$ cat src/rtl/bg_scroll_controller_pkg.sv
`default_nettype none
//============================================================================
// Module      : bg_scroll_controller_pkg
// Description : Shared constants for the background scroll controller:
//               tile-map geometry, tile-word field layout and the
//               sequencer state encoding.
// Revision    : 1.0 - initial release
//============================================================================
package bg_scroll_controller_pkg;

    localparam int TILE_COLS        = 40;
    localparam int TILE_ROWS        = 30;
    localparam int TILE_WIDTH       = 16;
    localparam int SCROLL_ROW_FIRST = 7;

    // Layout of one tile-map word as the renderer interprets it.
    typedef struct packed {
        logic [6:0] reserved;
        logic       enable;
        logic       yflip;
        logic       xflip;
        logic [2:0] row;
        logic [2:0] col;
    } tile_word_t;

    localparam int         c_STATE_W   = 3;
    localparam logic [2:0] c_ST_IDLE   = 3'd0;
    localparam logic [2:0] c_ST_RD     = 3'd1;
    localparam logic [2:0] c_ST_WR     = 3'd2;
    localparam logic [2:0] c_ST_GEN    = 3'd3;
    localparam logic [2:0] c_ST_WRNEW  = 3'd4;
    localparam logic [2:0] c_ST_DONE   = 3'd5;

endpackage
`default_nettype wire

$ cat src/rtl/bg_scroll_controller.sv
`default_nettype none
//============================================================================
// Module      : bg_scroll_controller
// Description : Per-frame background scroll sequencer. Advances the 4-bit
//               sub-tile offset each frame; when it wraps past a tile it
//               shifts every scrolling tile-map row left one column during
//               vertical blanking and refills the last column from an
//               external column generator.
// Ports       : clk, reset_n      - clock, async active-low reset
//               frame_start, run, speed - per-frame control
//               x_offset          - sub-tile offset to the renderer
//               busy, overrun     - RAM ownership / sticky late-frame flag
//               mem_*             - tile-map RAM port (registered)
//               gen_*             - column generator handshake
// Revision    : 1.0 - initial release
//============================================================================
module bg_scroll_controller #(
    parameter int TILE_COLS        = bg_scroll_controller_pkg::TILE_COLS,
    parameter int TILE_ROWS        = bg_scroll_controller_pkg::TILE_ROWS,
    parameter int SCROLL_ROW_FIRST = bg_scroll_controller_pkg::SCROLL_ROW_FIRST
) (
    input  logic        clk,
    input  logic        reset_n,
    input  logic        frame_start,
    input  logic        run,
    input  logic [3:0]  speed,
    output logic [3:0]  x_offset,
    output logic        busy,
    output logic        overrun,
    output logic [15:0] mem_addr,
    output logic        mem_we,
    output logic [bg_scroll_controller_pkg::TILE_WIDTH-1:0] mem_wdata,
    input  logic [bg_scroll_controller_pkg::TILE_WIDTH-1:0] mem_rdata,
    output logic        gen_req,
    output logic [4:0]  gen_row,
    input  logic        gen_ack,
    input  logic [bg_scroll_controller_pkg::TILE_WIDTH-1:0] gen_tile
);
    import bg_scroll_controller_pkg::*;

    localparam logic [5:0]  c_COL_LAST_COPY = 6'(TILE_COLS - 2);
    localparam logic [4:0]  c_ROW_LAST      = 5'(TILE_ROWS - 1);
    localparam logic [4:0]  c_ROW_FIRST     = 5'(SCROLL_ROW_FIRST);
    // Elaboration-time constant; per-row bases are accumulated at run time.
    localparam logic [15:0] c_ROWBASE_FIRST = 16'(SCROLL_ROW_FIRST * TILE_COLS);
    localparam logic [15:0] c_COLS          = 16'(TILE_COLS);
    localparam logic [15:0] c_LAST_COL      = 16'(TILE_COLS - 1);

    logic [c_STATE_W-1:0] r_state, w_state_nxt;
    logic [3:0]  r_x_offset, w_x_offset_nxt;
    logic [3:0]  r_pending,  w_pending_nxt;
    logic        r_busy,     w_busy_nxt;
    logic        r_overrun,  w_overrun_nxt;
    logic [15:0] r_mem_addr, w_mem_addr_nxt;
    logic        r_mem_we,   w_mem_we_nxt;
    logic [15:0] r_mem_wdata, w_mem_wdata_nxt;
    logic        r_gen_req,  w_gen_req_nxt;
    logic [15:0] r_gen_tile, w_gen_tile_nxt;
    logic [4:0]  r_row,      w_row_nxt;
    logic [5:0]  r_col,      w_col_nxt;
    logic [15:0] r_rowbase,  w_rowbase_nxt;

    logic [4:0]  w_sum;
    logic [15:0] w_col_addr;

    // 5-bit sum: bit 4 set means the offset wrapped past one tile.
    assign w_sum      = {1'b0, r_x_offset} + {1'b0, speed};
    assign w_col_addr = r_rowbase + 16'(r_col);

    // State and datapath registers
    always_ff @(posedge clk or negedge reset_n) begin
        if (!reset_n) begin
            r_state     <= c_ST_IDLE;
            r_x_offset  <= 4'd0;
            r_pending   <= 4'd0;
            r_busy      <= 1'b0;
            r_overrun   <= 1'b0;
            r_mem_addr  <= 16'd0;
            r_mem_we    <= 1'b0;
            r_mem_wdata <= 16'd0;
            r_gen_req   <= 1'b0;
            r_gen_tile  <= 16'd0;
            r_row       <= 5'd0;
            r_col       <= 6'd0;
            r_rowbase   <= 16'd0;
        end else begin
            r_state     <= w_state_nxt;
            r_x_offset  <= w_x_offset_nxt;
            r_pending   <= w_pending_nxt;
            r_busy      <= w_busy_nxt;
            r_overrun   <= w_overrun_nxt;
            r_mem_addr  <= w_mem_addr_nxt;
            r_mem_we    <= w_mem_we_nxt;
            r_mem_wdata <= w_mem_wdata_nxt;
            r_gen_req   <= w_gen_req_nxt;
            r_gen_tile  <= w_gen_tile_nxt;
            r_row       <= w_row_nxt;
            r_col       <= w_col_nxt;
            r_rowbase   <= w_rowbase_nxt;
        end
    end

    // Next-state logic
    always_comb begin
        w_state_nxt = r_state;
        case (r_state)
            c_ST_IDLE:  if (frame_start && run && w_sum[4]) w_state_nxt = c_ST_RD;
            c_ST_RD:    w_state_nxt = c_ST_WR;
            c_ST_WR:    w_state_nxt = (r_col < c_COL_LAST_COPY) ? c_ST_RD : c_ST_GEN;
            c_ST_GEN:   if (gen_ack) w_state_nxt = c_ST_WRNEW;
            c_ST_WRNEW: w_state_nxt = (r_row < c_ROW_LAST) ? c_ST_RD : c_ST_DONE;
            c_ST_DONE:  w_state_nxt = c_ST_IDLE;
            default:    w_state_nxt = c_ST_IDLE;
        endcase
    end

    // Output / datapath next values
    always_comb begin
        w_x_offset_nxt  = r_x_offset;
        w_pending_nxt   = r_pending;
        w_busy_nxt      = r_busy;
        w_overrun_nxt   = r_overrun;
        w_mem_addr_nxt  = r_mem_addr;
        w_mem_we_nxt    = 1'b0;
        w_mem_wdata_nxt = r_mem_wdata;
        w_gen_req_nxt   = r_gen_req;
        w_gen_tile_nxt  = r_gen_tile;
        w_row_nxt       = r_row;
        w_col_nxt       = r_col;
        w_rowbase_nxt   = r_rowbase;

        // A frame arriving mid-shift is dropped but remembered.
        if (frame_start && (r_state != c_ST_IDLE)) w_overrun_nxt = 1'b1;

        case (r_state)
            c_ST_IDLE: begin
                if (frame_start && run) begin
                    if (!w_sum[4]) begin
                        w_x_offset_nxt = w_sum[3:0];
                    end else begin
                        // Offset is held until the shifted map is complete.
                        w_pending_nxt = w_sum[3:0];
                        w_busy_nxt    = 1'b1;
                        w_row_nxt     = c_ROW_FIRST;
                        w_col_nxt     = 6'd0;
                        w_rowbase_nxt = c_ROWBASE_FIRST;
                    end
                end
            end
            c_ST_RD: begin
                w_mem_addr_nxt = w_col_addr + 16'd1;
            end
            c_ST_WR: begin
                w_mem_addr_nxt  = w_col_addr;
                w_mem_wdata_nxt = mem_rdata;
                w_mem_we_nxt    = 1'b1;
                if (r_col < c_COL_LAST_COPY) w_col_nxt = r_col + 6'd1;
                else                         w_gen_req_nxt = 1'b1;
            end
            c_ST_GEN: begin
                if (gen_ack) begin
                    w_gen_tile_nxt = gen_tile;
                    w_gen_req_nxt  = 1'b0;
                end
            end
            c_ST_WRNEW: begin
                w_mem_addr_nxt  = r_rowbase + c_LAST_COL;
                w_mem_wdata_nxt = r_gen_tile;
                w_mem_we_nxt    = 1'b1;
                if (r_row < c_ROW_LAST) begin
                    w_row_nxt     = r_row + 5'd1;
                    w_rowbase_nxt = r_rowbase + c_COLS;
                    w_col_nxt     = 6'd0;
                end
            end
            c_ST_DONE: begin
                w_x_offset_nxt = r_pending;
                w_busy_nxt     = 1'b0;
            end
            default: ;
        endcase
    end

    assign x_offset  = r_x_offset;
    assign busy      = r_busy;
    assign overrun   = r_overrun;
    assign mem_addr  = r_mem_addr;
    assign mem_we    = r_mem_we;
    assign mem_wdata = r_mem_wdata;
    assign gen_req   = r_gen_req;
    assign gen_row   = r_row;

endmodule
`default_nettype wire

$ cat config.mk
export PLATFORM = sky130hd
export DESIGN_NAME = bg_scroll_controller
export DESIGN_NICKNAME = d
export VERILOG_FILES = /design/src/rtl/bg_scroll_controller_pkg.sv /design/src/rtl/bg_scroll_controller.sv
export SDC_FILE = /design/constraint.sdc
export NUM_CORES = 1
export LEC_CHECK = 0
export BUFFER_PORTS_ARGS = -buffer_cell sky130_fd_sc_hd__buf_2
export CAP_MARGIN = 20
export CORE_MARGIN = 2
export CORE_UTILIZATION = 35
export CTS_CLUSTER_DIAMETER = 60
export DETAILED_ROUTE_END_ITERATION = 10
export PLACE_DENSITY = 0.53
export SETUP_SLACK_MARGIN = 0.5
export SLEW_MARGIN = 40
export SYNTH_ARGS = -nofsm -noshare
export SYNTH_HDL_FRONTEND = slang
export SYNTH_SLANG_ARGS = --single-unit
$ cat constraint.sdc
create_clock -name clk -period 3.1 [get_ports clk]
set_input_delay 0.93 -clock clk [delete_from_list [all_inputs] [get_ports clk]]
set_output_delay 0.93 -clock clk [all_outputs]
set_load 0.02 [all_outputs]
# Word level (Yosys, flattened, before mapping)
# Index checks and enable logic that the tools add are counted.
dict set report word_totals {
  reg_bits 90
  in_bits 41
  out_inout_bits 45
  word_cells 85
}
dict set report op_classes {
  addsub 7
  magnitude_cmp 2
  n_eq_ne 13
  n_mux 30
  reduce_logical 20
}
# op count
set op_table {}
lappend op_table {{16-bit one-hot mux with 2 select lines} 2}
lappend op_table {{16-bit 2-to-1 mux} 3}
lappend op_table {{16-bit one-hot mux with 3 select lines} 1}
lappend op_table {{16-bit by 6-bit adder with 16-bit output (second input constant)} 2}
lappend op_table {{6-bit 2-to-1 mux} 4}
lappend op_table {{6-bit one-hot mux with 3 select lines} 1}
lappend op_table {{16-bit by 1-bit adder with 16-bit output (second input constant)} 1}
lappend op_table {{16-bit by 6-bit adder with 16-bit output} 1}
lappend op_table {{2-bit inequality test (second input constant)} 8}
lappend op_table {{5-bit 2-to-1 mux} 3}
lappend op_table {{3-bit one-hot mux with 5 select lines} 1}
lappend op_table {{3-bit AND reduction} 4}
lappend op_table {{5-bit one-hot mux with 2 select lines} 1}
lappend op_table {{3-bit 2-to-1 mux} 3}
lappend op_table {{3-bit nonzero test} 3}
lappend op_table {{4-bit 2-to-1 mux} 2}
lappend op_table {{4-bit one-hot mux with 2 select lines} 1}
lappend op_table {{2-bit nonzero test} 4}
lappend op_table {{6-bit by 1-bit adder with 6-bit output (second input constant)} 1}
lappend op_table {{3-bit by 2-bit equality test with 1-bit output (second input constant)} 2}
lappend op_table {{3-bit equality test (second input constant)} 2}
lappend op_table {{6-bit less-than comparator (second input constant)} 1}
lappend op_table {{4-bit by 4-bit adder with 5-bit output} 1}
lappend op_table {{5-bit by 1-bit adder with 5-bit output (second input constant)} 1}
lappend op_table {{other kinds (11)} 19}

# Depth between registers and ports, before layout
# Gate-level depths: netlist of run 1.
dict set report depth {
  depth_word 4
  depth_mapped 11
  depth_no_buf 9
}

# Least setup slack after synthesis of run 1
# Ideal clock, no wire load.
dict set report synth_timing {
  kind {input to register}
  from {in speed[0]}
  to {reg r_row[4] (netlist: gen_row[4])}
  setup_time_ns 0.119
  arrival_time_ns 2.779
  required_ns 2.981
  setup_slack_ns 0.202
  cell_stages 10
  n_path_buf 1
  cell_sequence {ha_1 > inv_1 > fa_1 > nor2b_1 > o21ai_0 > a21oi_1 > clkbuf_1 > o21ai_1 > o21a_1 > o21a_1}
}
dict set report synth_between {
  elab_chain_len 3
}
# element line_no
set synth_rtl {}
lappend synth_rtl {{start: declaration} bg_scroll_controller.sv:26} ;# input logic [3:0] speed,
lappend synth_rtl {{4-bit by 4-bit adder with 5-bit output} bg_scroll_controller.sv:67} ;# assign w_sum = {1'b0, r_x_offset} + {1'b0, speed};
lappend synth_rtl {{2-bit inequality test (no line)} -}
lappend synth_rtl {{4-bit AND reduction (no line)} -}
lappend synth_rtl {{end signal: assignment} bg_scroll_controller.sv:97} ;# r_row <= w_row_nxt;
lappend synth_rtl {{end: declaration} bg_scroll_controller.sv:59} ;# logic [4:0] r_row, w_row_nxt;
# Every way passes these cells.
# A chain may end at the register's enable or synchronous reset.

# Worst setup path in the final report of run 1
dict set report layout_timing {
  from {reg r_col[4]}
  to {reg r_mem_addr[15] (netlist: mem_addr[15])}
}
dict set report layout_between {
  elab_chain_len 3
}
# element line_no
set layout_rtl {}
lappend layout_rtl {{start: declaration} bg_scroll_controller.sv:60} ;# logic [5:0] r_col, w_col_nxt;
lappend layout_rtl {{start signal: assignment} bg_scroll_controller.sv:98} ;# r_col <= w_col_nxt;
lappend layout_rtl {{16-bit by 6-bit adder with 16-bit output (*)} bg_scroll_controller.sv:68} ;# assign w_col_addr = r_rowbase + 16'(r_col);
lappend layout_rtl {{16-bit by 1-bit adder with 16-bit output} bg_scroll_controller.sv:151} ;# w_mem_addr_nxt = w_col_addr + 16'd1;
lappend layout_rtl {{16-bit one-hot mux with 3 select lines (*)} bg_scroll_controller.sv:135} ;# case (r_state)
lappend layout_rtl {{end signal: assignment} bg_scroll_controller.sv:92} ;# r_mem_addr <= w_mem_addr_nxt;
lappend layout_rtl {{end: declaration} bg_scroll_controller.sv:54} ;# logic [15:0] r_mem_addr, w_mem_addr_nxt;
# Mark *: on every way between the ends. The rest lies on a longest branch, timed or not.

==> metrics.md, run 1 <==
| Metric | Value |
|---|---|
| Clock Tree Root | clkbuf_16 |
| Vias in the first global route | 4775 |
| CP Launch Type | flip-flop |
| Mapped Area | 5170 µm² |
| Top Ports | 86 |
| Max Cap Violations | 0 |
| Latest clock arrival within the worst-skew pair | 0.35 ns |
| Synth Net Count | 612 |
| Post-synth cell types | 66 |
| Top-area cell type share of the netlist area | 42.1% |
| HP Start | overrun |
| Core region area | 14500 µm² |
| Initial antenna violation count | 0 |
| Iter 0 DRT Violations | 227 |
| Final Setup Violations | 0 |
| CTS hold repair buffers | 0 |
| Outcome | complete, no violations |
| Share of cells above drive strength 1 | 26.4% |
| Primary FF master, synth | dfrtp_1 |
| Total gr overflow | 0 |
| Most common cell after layout, fill and taps aside | dfrtp_1 |
| Detailed placement HPWL | 10.7 mm |
| Crit path cell chain | ha_4 > xnor2_2 > or3_4 > nor3_4 > nand3_2 > or4_1 > nand3_1 |
| Worst Setup SP | r_col[4] |
| Pre-CTS setup slack | 0.242 ns |
| Layout Nets | 688 |
| Worst Path Class, Setup | flip-flop to flip-flop |
| Crit path DAT | 2.75 ns |
| Peak supply drop | 0.361 mV |
| Post-synth top area cell | dfrtp_1 |
| IO buf count | 85 |
| Avg Inst Size Synth | 9.26 µm² |
| YS warnings | 0 |
| Worst slew margin | 53.8% |
| Pwr Density | 1030 nW/µm² |
| Via count | 4693 |
| Clk sinks | 87 |
| Final wirelength | 14.8 mm |
| Slew at the pin closest to its max-slew limit | 0.690 ns |
| Site Rows | 44 |
| EDFF count, synth | 0 |
| Worst EP required | 3.39 ns |
| WL per Instance | 17.9 µm |
| Seq/Total Area, Yosys | 42.1% |
| GPL Wtd Cong | 0.890 |
| Die Y | 126 µm |
| DRC errors left | 0 |
| Clock transition at the registers of the reported paths | 0.07 ns |
| Yosys reg bits | 87 |
| Die span in x | 126 µm |
| Synth area leaders | dfrtp_1 42%, o22ai_1 4.4%, a21oi_1 4.3% |
| Unrepaired setup endpoints after global routing | true |
| Post-synthesis cell count | 559 |
| Crit-path slowest cell | or4_1 |
| Reg2reg end | mem_addr[15] |
| Reg2reg setup slack | 0.63 ns |
| H-tree lvl count | 3 |
| Total CTS buffers | 9 |
| Hold Path Sink | overrun |
| Fill cell count | 1446 |
| Clock Skew | 0.00654 ns |
| Critical path's largest stage delay | 0.54 ns |
| Period utilization | 79.5% |
| Largest net degree at the start of global routing | 46 |
| Worst Path Max Fanout | 6 |
| Leakage power figure | 2.65 nW |
| TNS Setup | 0 ns |
| First-pass GRT wire length | 24.8 mm |
| GRT Total Usage | 19.5% |
| Total power | 0.00642 W |
| Fraction of registers with async set/reset | 100% |
| Die area | 15800 µm² |
| Initial Util | 35.7% |
| CTS tree | built |
| Antenna cell count | 0 |
| Via/cell ratio | 5.70 |
| Area delta synth->final | 21.0% |
| Hold Vio Cnt, Final | 0 |
| R2R cell count | 7 |
| Most frequent cells in the layout | 86 x dfrtp_1, 84 x buf_2, 43 x a21oi_1 |
| Min cycle time layout | 2.47 ns |
| Worst r2r src | r_col[4] |
| Drt pass-1 iters | 5 |
| Final setup margin | 0.634 ns |
| Hold depth | 1 |
| Pins Over Slew Limit | 0 |
| Hold Crit Class | flip-flop to flip-flop |
| CTS Buffer Depth | 2 |
| Fmax | 406 MHz |
| CP endpoint kind | flip-flop |
| Routed Antenna Nets | 0 |
[layer usage]
metal	wire length, µm	global-route usage, %
met2	6990	31.7
met3	651	3.00
met4	333	7.71
met5	0	0
met1	6770	26.3
[how the worst max path moves through the flow]
| stage | to | slack, ns | depth (start not counted) |
|---|---|---|---|
| after floorplan | r_rowbase[6] | 0.47 | 10 |
| after global placement | gen_row[4] | 0.31 | 11 |
| after detailed placement | gen_row[1] | 0.24 | 12 |
| after CTS | mem_addr[15] | 0.53 | 7 |
| after global routing | r_rowbase[14] | 0.47 | 12 |
| final | mem_addr[15] | 0.63 | 7 |
[cell families (layout without fill, tap and decap cells)]
kind of cell	Yosys count	in the layout	share of synthesized area, %
AOI/OAI and AO/OA	193	193	24.7
and+or+nand+nor	154	154	15.2
DFF	87	87	42.1
buffers and inverters	55	136	4.13
xor gates and xnor gates	33	33	5.59
muxes	24	24	5.10
adders and majority gates	13	13	3.24
[critical path, delay by kind of cell (launching register included)]
kind,cells,cell delay (ns)
XOR/XNOR,1,0.19
AND/OR/NAND/NOR,5,1.43
adder cells (fa/ha/maj),1,0.32
flip-flops,1,0.47
[sequential cells by signal (all words and copies together) (netlist names)]
signal	cells
overrun	1
gen_req	1
x_offset	4
mem_wdata	16
busy	1
mem_we	1
r_rowbase	13
r_col	6
r_state	3
r_pending	4
mem_addr	16
gen_row	5
r_gen_tile	16
[power by group]
group | switching (W) | leakage (nW) | internal (W)
sequential | 0.000494 | 1.05 | 0.00163
clock | 0.000509 | 0.151 | 0.000645
combinational | 0.00183 | 1.45 | 0.00132
total | 0.00283 | 2.65 | 0.00359
[synthesized netlist by cell type (3+ instances only)]
library cell  number
nor2b_1            4
nand4_1            5
a211oi_1           3
dfrtp_1           87
a22oi_1            5
mux2_2            19
xnor2_1           21
or4_1              5
nor3_1            12
nand2_1           42
nor2_1            38
o2111ai_1          5
nand3_1           16
a21oi_1           44
or2_2              3
a31oi_1            7
and2_1             3
o21a_1             8
nor4_1             4
o211ai_1          12
inv_1             11
xor2_1            12
buf_1              4
and3_1             4
o22ai_1           36
o21ai_0           30
o221ai_1           4
o22a_1            17
clkbuf_1          33
buf_2              6
ha_1              11
mux2i_1            5
[layout make-up]
type	count	area [µm²]	share of cell area, %
Multi-Input combinational cell	417	2870	45.8
Sequential cell	87	2180	34.8
Timing Repair Buffer	108	629	10.1
Tap cell	184	230	3.68
Clock buffer	9	225	3.60
Clock inverter	7	86.3	1.38
Inverter	12	45.0	0.719
[metrics by stage]
step / cell area, µm² / hold slack (ns) / std cells / util, %
6_report: 6260 / 0.471 / 824 / 43.2
5_1_grt: 6260 / 0.509 / 824 / 43.2
4_1_cts: 6170 / 0.476 / 821 / 42.6
3_5_place_dp: 5860 / 0.452 / 805 / 40.4
3_3_place_gp: 5860 / 0.454 / 805 / 40.4
2_1_floorplan: 5210 / 0.445 / 559 / -
[timing repair]
action | 4_1_cts | 5_1_grt
resized for setup | 1 | 13
buffers inserted | 0 | 3
endpoints found under the setup margin | 1 | 21
pin swaps | 0 | 1
(Power assumes the default switching activity.)
==> inputs of run 2 (changes only) <==
--- a/config.mk
+++ b/config.mk
@@ -11,7 +11,7 @@
 export CORE_UTILIZATION = 35
 export CTS_CLUSTER_DIAMETER = 60
 export DETAILED_ROUTE_END_ITERATION = 10
-export PLACE_DENSITY = 0.53
+export PLACE_DENSITY = 0.55
 export SETUP_SLACK_MARGIN = 0.5
 export SLEW_MARGIN = 40
 export SYNTH_ARGS = -nofsm -noshare
==> constraint.sdc (replaced) <==
create_clock -name clk -period 2 [get_ports clk]
set_input_delay 0.6 -clock clk [delete_from_list [all_inputs] [get_ports clk]]
set_output_delay 0.6 -clock clk [all_outputs]
set_load 0.02 [all_outputs]
==> metrics.md, run 2 (synthesized netlist as in run 1, its figures left out) <==
| Metric | Value |
|---|---|
| Outcome | complete, but fails checks |
| Failing checks | negative setup slack |
| Clock Tree Root | clkbuf_16 |
| Switch Pwr | 0.00528 W (+86%) |
| Clock Skew | 0.00915 ns (+0.00261 ns) |
| CP endpoint kind | flip-flop |
| WL per Instance | 17.9 µm (+0.12%) |
| Hold Crit Class | primary input to async pin |
| Placed cells | 879 (+9.2%) |
| Total CTS buffers | 9 (unchanged) |
| Vias in the first global route | 5373 (+13%) |
| Comb pwr share | 63.2% (+14 points) |
| Detailed placement HPWL | 11.4 mm (+7.3%) |
| Core region area | 14500 µm² (unchanged) |
| Final wirelength | 17.4 mm (+18%) |
| GPL Wtd Cong | 0.848 (-4.6%) |
| Crit path cell chain | ha_4 > xnor2_2 > or3_4 > nand3b_1 > mux2_2 > a31oi_2 > o21ai_0 |
| Total gr overflow | 0 (unchanged) |
| Worst Path Class, Setup | flip-flop to flip-flop |
| GRT Total Usage | 21.7% (+2.2 points) |
| CTS hold repair buffers | 0 (unchanged) |
| Final Setup Violations | 29 (+29) |
| Post-route insts no fill | 972 (+18%) |
| DP Area | 6660 µm² (+14%) |
| Register share of total power | 24.4% (-8.6 points) |
| Pins Over Slew Limit | 0 (unchanged) |
| Worst slew margin | 57.0% (+3.1 points) |
| Worst Path Buf+Inv | 0 (unchanged) |
| Clock transition at the registers of the reported paths | 0.07 ns (about the same) |
| Die Y | 126 µm (unchanged) |
| IO buf count | 85 (unchanged) |
| Share of cells above drive strength 1 | 49.7% (+23 points) |
| Crit path DAT | 2.46 ns (-0.29 ns) |
| Clock power frac | 12.4% (-5.6 points) |
| Worst Path Max Fanout | 4 (-2) |
| Layout Nets | 836 (+22%) |
| CTS Buffer Depth | 2 (unchanged) |
| Internal Power | 0.00782 W (+120%) |
| Fmax | 448 MHz (+10%) |
| DRC errors left | 0 (unchanged) |
| Peak supply drop | 0.859 mV (+140%) |
| Drt pass-1 iters | 5 (unchanged) |
| TNS Setup | -2.49 ns (-2.49 ns) |
| Latest clock arrival within the worst-skew pair | 0.35 ns (about the same) |
| Initial Util | 35.7% (unchanged) |
| Top Ports | 86 (unchanged) |
| Iter 0 DRT Violations | 322 (+42%) |
| Die span in x | 126 µm (unchanged) |
| Cell family with most CP delay | simple AND/OR/NAND/NOR gates |
| Final setup margin | -0.234 ns (-0.868 ns) |
| Crit-path slowest cell | dfrtp_1 |
| Reg2reg setup slack | -0.23 ns (-0.87 ns) |
| Antenna cell count | 0 (unchanged) |
| Area delta synth->final | 63.5% |
| Total power | 0.0131 W (+100%) |
| Via/cell ratio | 5.55 (-2.6%) |
| Unrepaired setup endpoints after global routing | true |
| H-tree lvl count | 3 (unchanged) |
| Largest net degree at the start of global routing | 88 (+91%) |
| Via count | 5393 (+15%) |
| Worst EP required | 2.22 ns (-1.17 ns) |
| Clk sinks | 87 (unchanged) |
| Pwr Density | 1550 nW/µm² (+51%) |
| Initial antenna violation count | 0 (unchanged) |
| Slew at the pin closest to its max-slew limit | 0.641 ns (-0.0492 ns) |
| Most common cell after layout, fill and taps aside | buf_4 |
| Critical path's largest stage delay | 0.42 ns (-0.12 ns) |
| Leakage power figure | 3.71 nW (+40%) |
| Period utilization | 112% (+32 points) |
| Routed Antenna Nets | 0 (unchanged) |
| Most frequent cells in the layout | 126 x buf_4, 83 x dfrtp_1, 72 x buf_6 |
| Sw frac | 40.3% (-3.8 points) |
| Max Cap Violations | 0 (unchanged) |
| Cell area after layout | 8460 µm² (+35%) |
| CTS tree | built |
| Site Rows | 44 (unchanged) |
| Min cycle time layout | 2.23 ns (-0.232 ns) |
| CP Launch Type | flip-flop |
| Die area | 15800 µm² (unchanged) |
| Hold Vio Cnt, Final | 0 (unchanged) |
| First-pass GRT wire length | 27.6 mm (+11%) |
[run 2: changes by cell type in the layout (fill, tap and decap cells not counted), moves of 11 or more]
cell / delta
o21ai_0: -11
mux2_4: +17
buf_2: -44
buf_6: +71
mux2_2: -17
buf_4: +105
[run 2: power groups by stage]
stage                     Combinational, W  Sequential [W]  Clock (W)
final                              0.00827         0.00319    0.00163
after global routing               0.00887         0.00328    0.00173
after CTS                          0.00729         0.00313    0.00166
after detailed placement           0.00593         0.00320          0
after global placement             0.00582         0.00317          0
after floorplan                    0.00351         0.00356          0
[run 2: final cells by class]
cell class | count | area [µm²]
tap | 184 | 230
timing repair buffer | 256 | 2320
clock inverter | 3 | 18.8
clock buffer | 13 | 260
inverter | 12 | 48.8
fill | 1228 | 6020
sequential | 87 | 2180
multi-input combinational | 417 | 3400
[run 2: worst register-to-register path, delay by kind of cell (launching register included)]
family	cells	cell delay (ns)
fa+ha+maj	1	0.27
xor+xnor	1	0.14
mux	1	0.33
simple gates	2	0.64
compound gates	2	0.30
flops	1	0.42
[run 2: path summary, 6_finish.rpt]
kind	start	to	cells after the start
max reg2reg	r_col[5]	mem_addr[12]	7
max	r_col[5]	mem_addr[12]	7
min reg2reg	r_pending[0]	r_pending[0]	2
min	reset_n	r_rowbase[12]	2
min in group clk	gen_tile[10]	r_gen_tile[10]	2
max in group asynchronous	reset_n	r_gen_tile[14]	2
[run 2: layer usage]
layer  global-route usage [%]  wire length [µm]  vias up
met5                        0                 0        -
met4                     5.16               181        0
met3                     4.75               783       18
met2                     36.7              8710      155
met1                     28.5              7750     2685
li1                         -                 -     2535
[run 2: repair_timing]
item | CTS | global route
endpoints found under the hold margin | 0 | 0
gates resized for setup | 132 | 93
cloned | 2 | 1
setup buffers | 44 | 30
setup endpoints to repair | 120 | 126
pin swaps | 33 | 30
[run 2: per-stage QoR]
stage	utilization, %	setup WS (ns)	hold WS (ns)
after detailed placement	46.0	-0.478	0.457
final	58.4	-0.234	0.289
after CTS	54.1	-0.229	0.307
after global placement	46.0	-0.399	0.446
after global routing	58.4	-0.349	0.328
after floorplan	-	-0.234	0.304
==> inputs of run 3 (changes only) <==
--- a/config.mk
+++ b/config.mk
@@ -11,7 +11,7 @@
 export CORE_UTILIZATION = 35
 export CTS_CLUSTER_DIAMETER = 60
 export DETAILED_ROUTE_END_ITERATION = 10
-export PLACE_DENSITY = 0.55
+export PLACE_DENSITY = 0.53
 export SETUP_SLACK_MARGIN = 0.5
 export SLEW_MARGIN = 40
 export SYNTH_ARGS = -nofsm -noshare
==> constraint.sdc (replaced) <==
create_clock -name clk -period 2.4 [get_ports clk]
set_input_delay 0.72 -clock clk [delete_from_list [all_inputs] [get_ports clk]]
set_output_delay 0.72 -clock clk [all_outputs]
set_load 0.02 [all_outputs]
==> metrics.md, run 3 (synthesized netlist as in run 1, its figures left out) <==
| Metric | Value |
|---|---|
| Total gr overflow | 0 (unchanged) |
| CP Launch Type | flip-flop |
| Worst slew margin | 57.0% (about the same) |
| Pwr Density | 1300 nW/µm² (-16%) |
| Fmax | 458 MHz (+2.4%) |
| WL per Instance | 18.0 µm (+0.59%) |
| CTS Buffer Depth | 2 (unchanged) |
| Most frequent cells in the layout | 84 x dfrtp_1, 83 x buf_2, 50 x buf_4 |
| CTS tree | built |
| Internal Power | 0.00507 W (-35%) |
| Latest clock arrival within the worst-skew pair | 0.35 ns (about the same) |
| Worst EP required | 2.70 ns (+0.48 ns) |
| IO buf count | 85 (unchanged) |
| Vias in the first global route | 4872 (-9.3%) |
| Max Cap Violations | 0 (unchanged) |
| Top Ports | 86 (unchanged) |
| Clock Skew | 0.00758 ns (-0.00156 ns) |
| Register share of total power | 29.9% (+5.5 points) |
| Fill cell count | 1387 (+13%) |
| TNS Setup | 0 ns (+2.49 ns) |
| Worst Path Class, Setup | flip-flop to flip-flop |
| Total CTS buffers | 9 (unchanged) |
| Die span in x | 126 µm (unchanged) |
| Placed cells | 830 (-5.6%) |
| Initial antenna violation count | 0 (unchanged) |
| Detailed placement HPWL | 11.0 mm (-4.3%) |
| Sw frac | 44.0% (+3.7 points) |
| Layout Nets | 730 (-13%) |
| Largest net degree at the start of global routing | 52 (-41%) |
| Pins Over Slew Limit | 0 (unchanged) |
| DRC errors left | 0 (unchanged) |
| Switch Pwr | 0.00400 W (-24%) |
| H-tree lvl count | 3 (unchanged) |
| R2R cell count | 7 (unchanged) |
| Drt pass-1 iters | 4 (-1) |
| Leakage power figure | 2.93 nW (-21%) |
| Min cycle time layout | 2.18 ns (-0.0514 ns) |
| GRT Total Usage | 20.2% (-1.5 points) |
| Final Setup Violations | 0 (-100%) |
| Die area | 15800 µm² (unchanged) |
| Area occupied by multi-input gates | 3220 µm² (-5.1%) |
| Die Y | 126 µm (unchanged) |
| CP endpoint kind | flip-flop |
| Final wirelength | 15.6 mm (-10%) |
| Reg2reg end | mem_addr[10] |
| Slew at the pin closest to its max-slew limit | 0.641 ns (-0.000159 ns) |
| Hold Vio Cnt, Final | 0 (unchanged) |
| Post-route insts no fill | 866 (-11%) |
| Reg2reg setup slack | 0.22 ns (+0.45 ns) |
| Share of cells above drive strength 1 | 38.3% (-11 points) |
| Clk sinks | 87 (unchanged) |
| Unrepaired setup endpoints after global routing | true |
| Via/cell ratio | 5.62 (+1.3%) |
| Routed Antenna Nets | 0 (unchanged) |
| Total power | 0.00907 W (-31%) |
| Via count | 4869 (-9.7%) |
| Peak supply drop | 0.463 mV (-46%) |
| Sequential cell area | 2180 µm² (about the same) |
| Period utilization | 90.9% (-21 points) |
| Outcome | complete, no violations |
| Antenna cell count | 0 (unchanged) |
| Hold Crit Class | primary input to async pin |
| Iter 0 DRT Violations | 266 (-17%) |
| Crit path DAT | 2.48 ns (+0.02 ns) |
| Clock power frac | 15.3% (+2.9 points) |
| Final Util | 48.1% (-10 points) |
| Initial Util | 35.7% (unchanged) |
| Area delta synth->final | 34.6% |
| Site Rows | 44 (unchanged) |
| Comb pwr share | 54.9% (-8.3 points) |
| First-pass GRT wire length | 25.6 mm (-7.3%) |
| Clock Tree Root | clkbuf_16 |
| Clock transition at the registers of the reported paths | 0.07 ns (about the same) |
| Worst r2r src | r_rowbase[5] |
| Worst Path Max Fanout | 3 (-1) |
| GPL Wtd Cong | 0.876 (+3.3%) |
| Core region area | 14500 µm² (unchanged) |
| Most common cell after layout, fill and taps aside | dfrtp_1 |
[run 3: power groups by stage]
| stage | registers, W | clock network, W | logic (W) |
|---|---|---|---|
| 3_3_place_gp | 0.00268 | 0 | 0.00435 |
| 3_5_place_dp | 0.00272 | 0 | 0.00445 |
| 6_report | 0.00271 | 0.00139 | 0.00498 |
| 4_1_cts | 0.00269 | 0.00142 | 0.00474 |
| 5_1_grt | 0.00280 | 0.00148 | 0.00544 |
| 2_1_floorplan | 0.00296 | 0 | 0.00277 |
[run 3: critical path, stage by stage, from the launching register on]
cell,delay (ns)
dfrtp_1,0.41
ha_4,0.28
xnor2_4,0.13
or3_4,0.38
nand3b_1,0.26
or4_1,0.44
o21ai_1,0.10
o22a_1,0.13
[run 3: area by class of cell]
| class | count | area share (%) |
|---|---|---|
| Multi-Input combinational cell | 418 | 46.3 |
| Tap cell | 184 | 3.31 |
| Timing Repair Buffer | 149 | 14.2 |
| Inverter | 12 | 0.647 |
| Clock buffer | 10 | 3.43 |
| Clock inverter | 6 | 0.755 |
| Sequential cell | 87 | 31.3 |
[run 3: how the worst max path moves through the flow]
stage	start	end	depth (start not counted)
detailed placement	speed[0]	r_rowbase[11]	11
global route	r_col[4]	mem_addr[15]	7
floorplan	speed[0]	gen_row[4]	10
global placement	speed[0]	r_rowbase[11]	11
CTS	r_rowbase[5]	mem_addr[12]	7
finish	r_rowbase[5]	mem_addr[10]	7
[run 3: what timing repair did]
item                                    in CTS  in global routing
cloned                                       2                  0
hold buffers                                 0                  0
endpoints found under the setup margin      61                 62
pin swaps                                   25                 22
setup buffers                               11                  7
resized for setup                           41                 42
endpoints found under the hold margin        0                  0
[run 3: layer usage]
metal	track usage (%)	wire [µm]	vias up
met4	7.52	331	0
li1	-	-	2339
met2	32.3	7520	85
met3	2.61	503	19
met5	0	0	-
met1	28.1	7250	2426
[run 3: stage by stage]
step           setup slack, ns  instance area (µm²)  hold slack (ns)
4_1_cts                  0.200                 6740            0.350
3_5_place_dp            -0.143                 6200            0.460
6_report                 0.218                 6960            0.332
5_1_grt                 0.0882                 6960            0.370
3_3_place_gp            -0.105                 6200            0.456
2_1_floorplan           0.0348                 5390            0.424
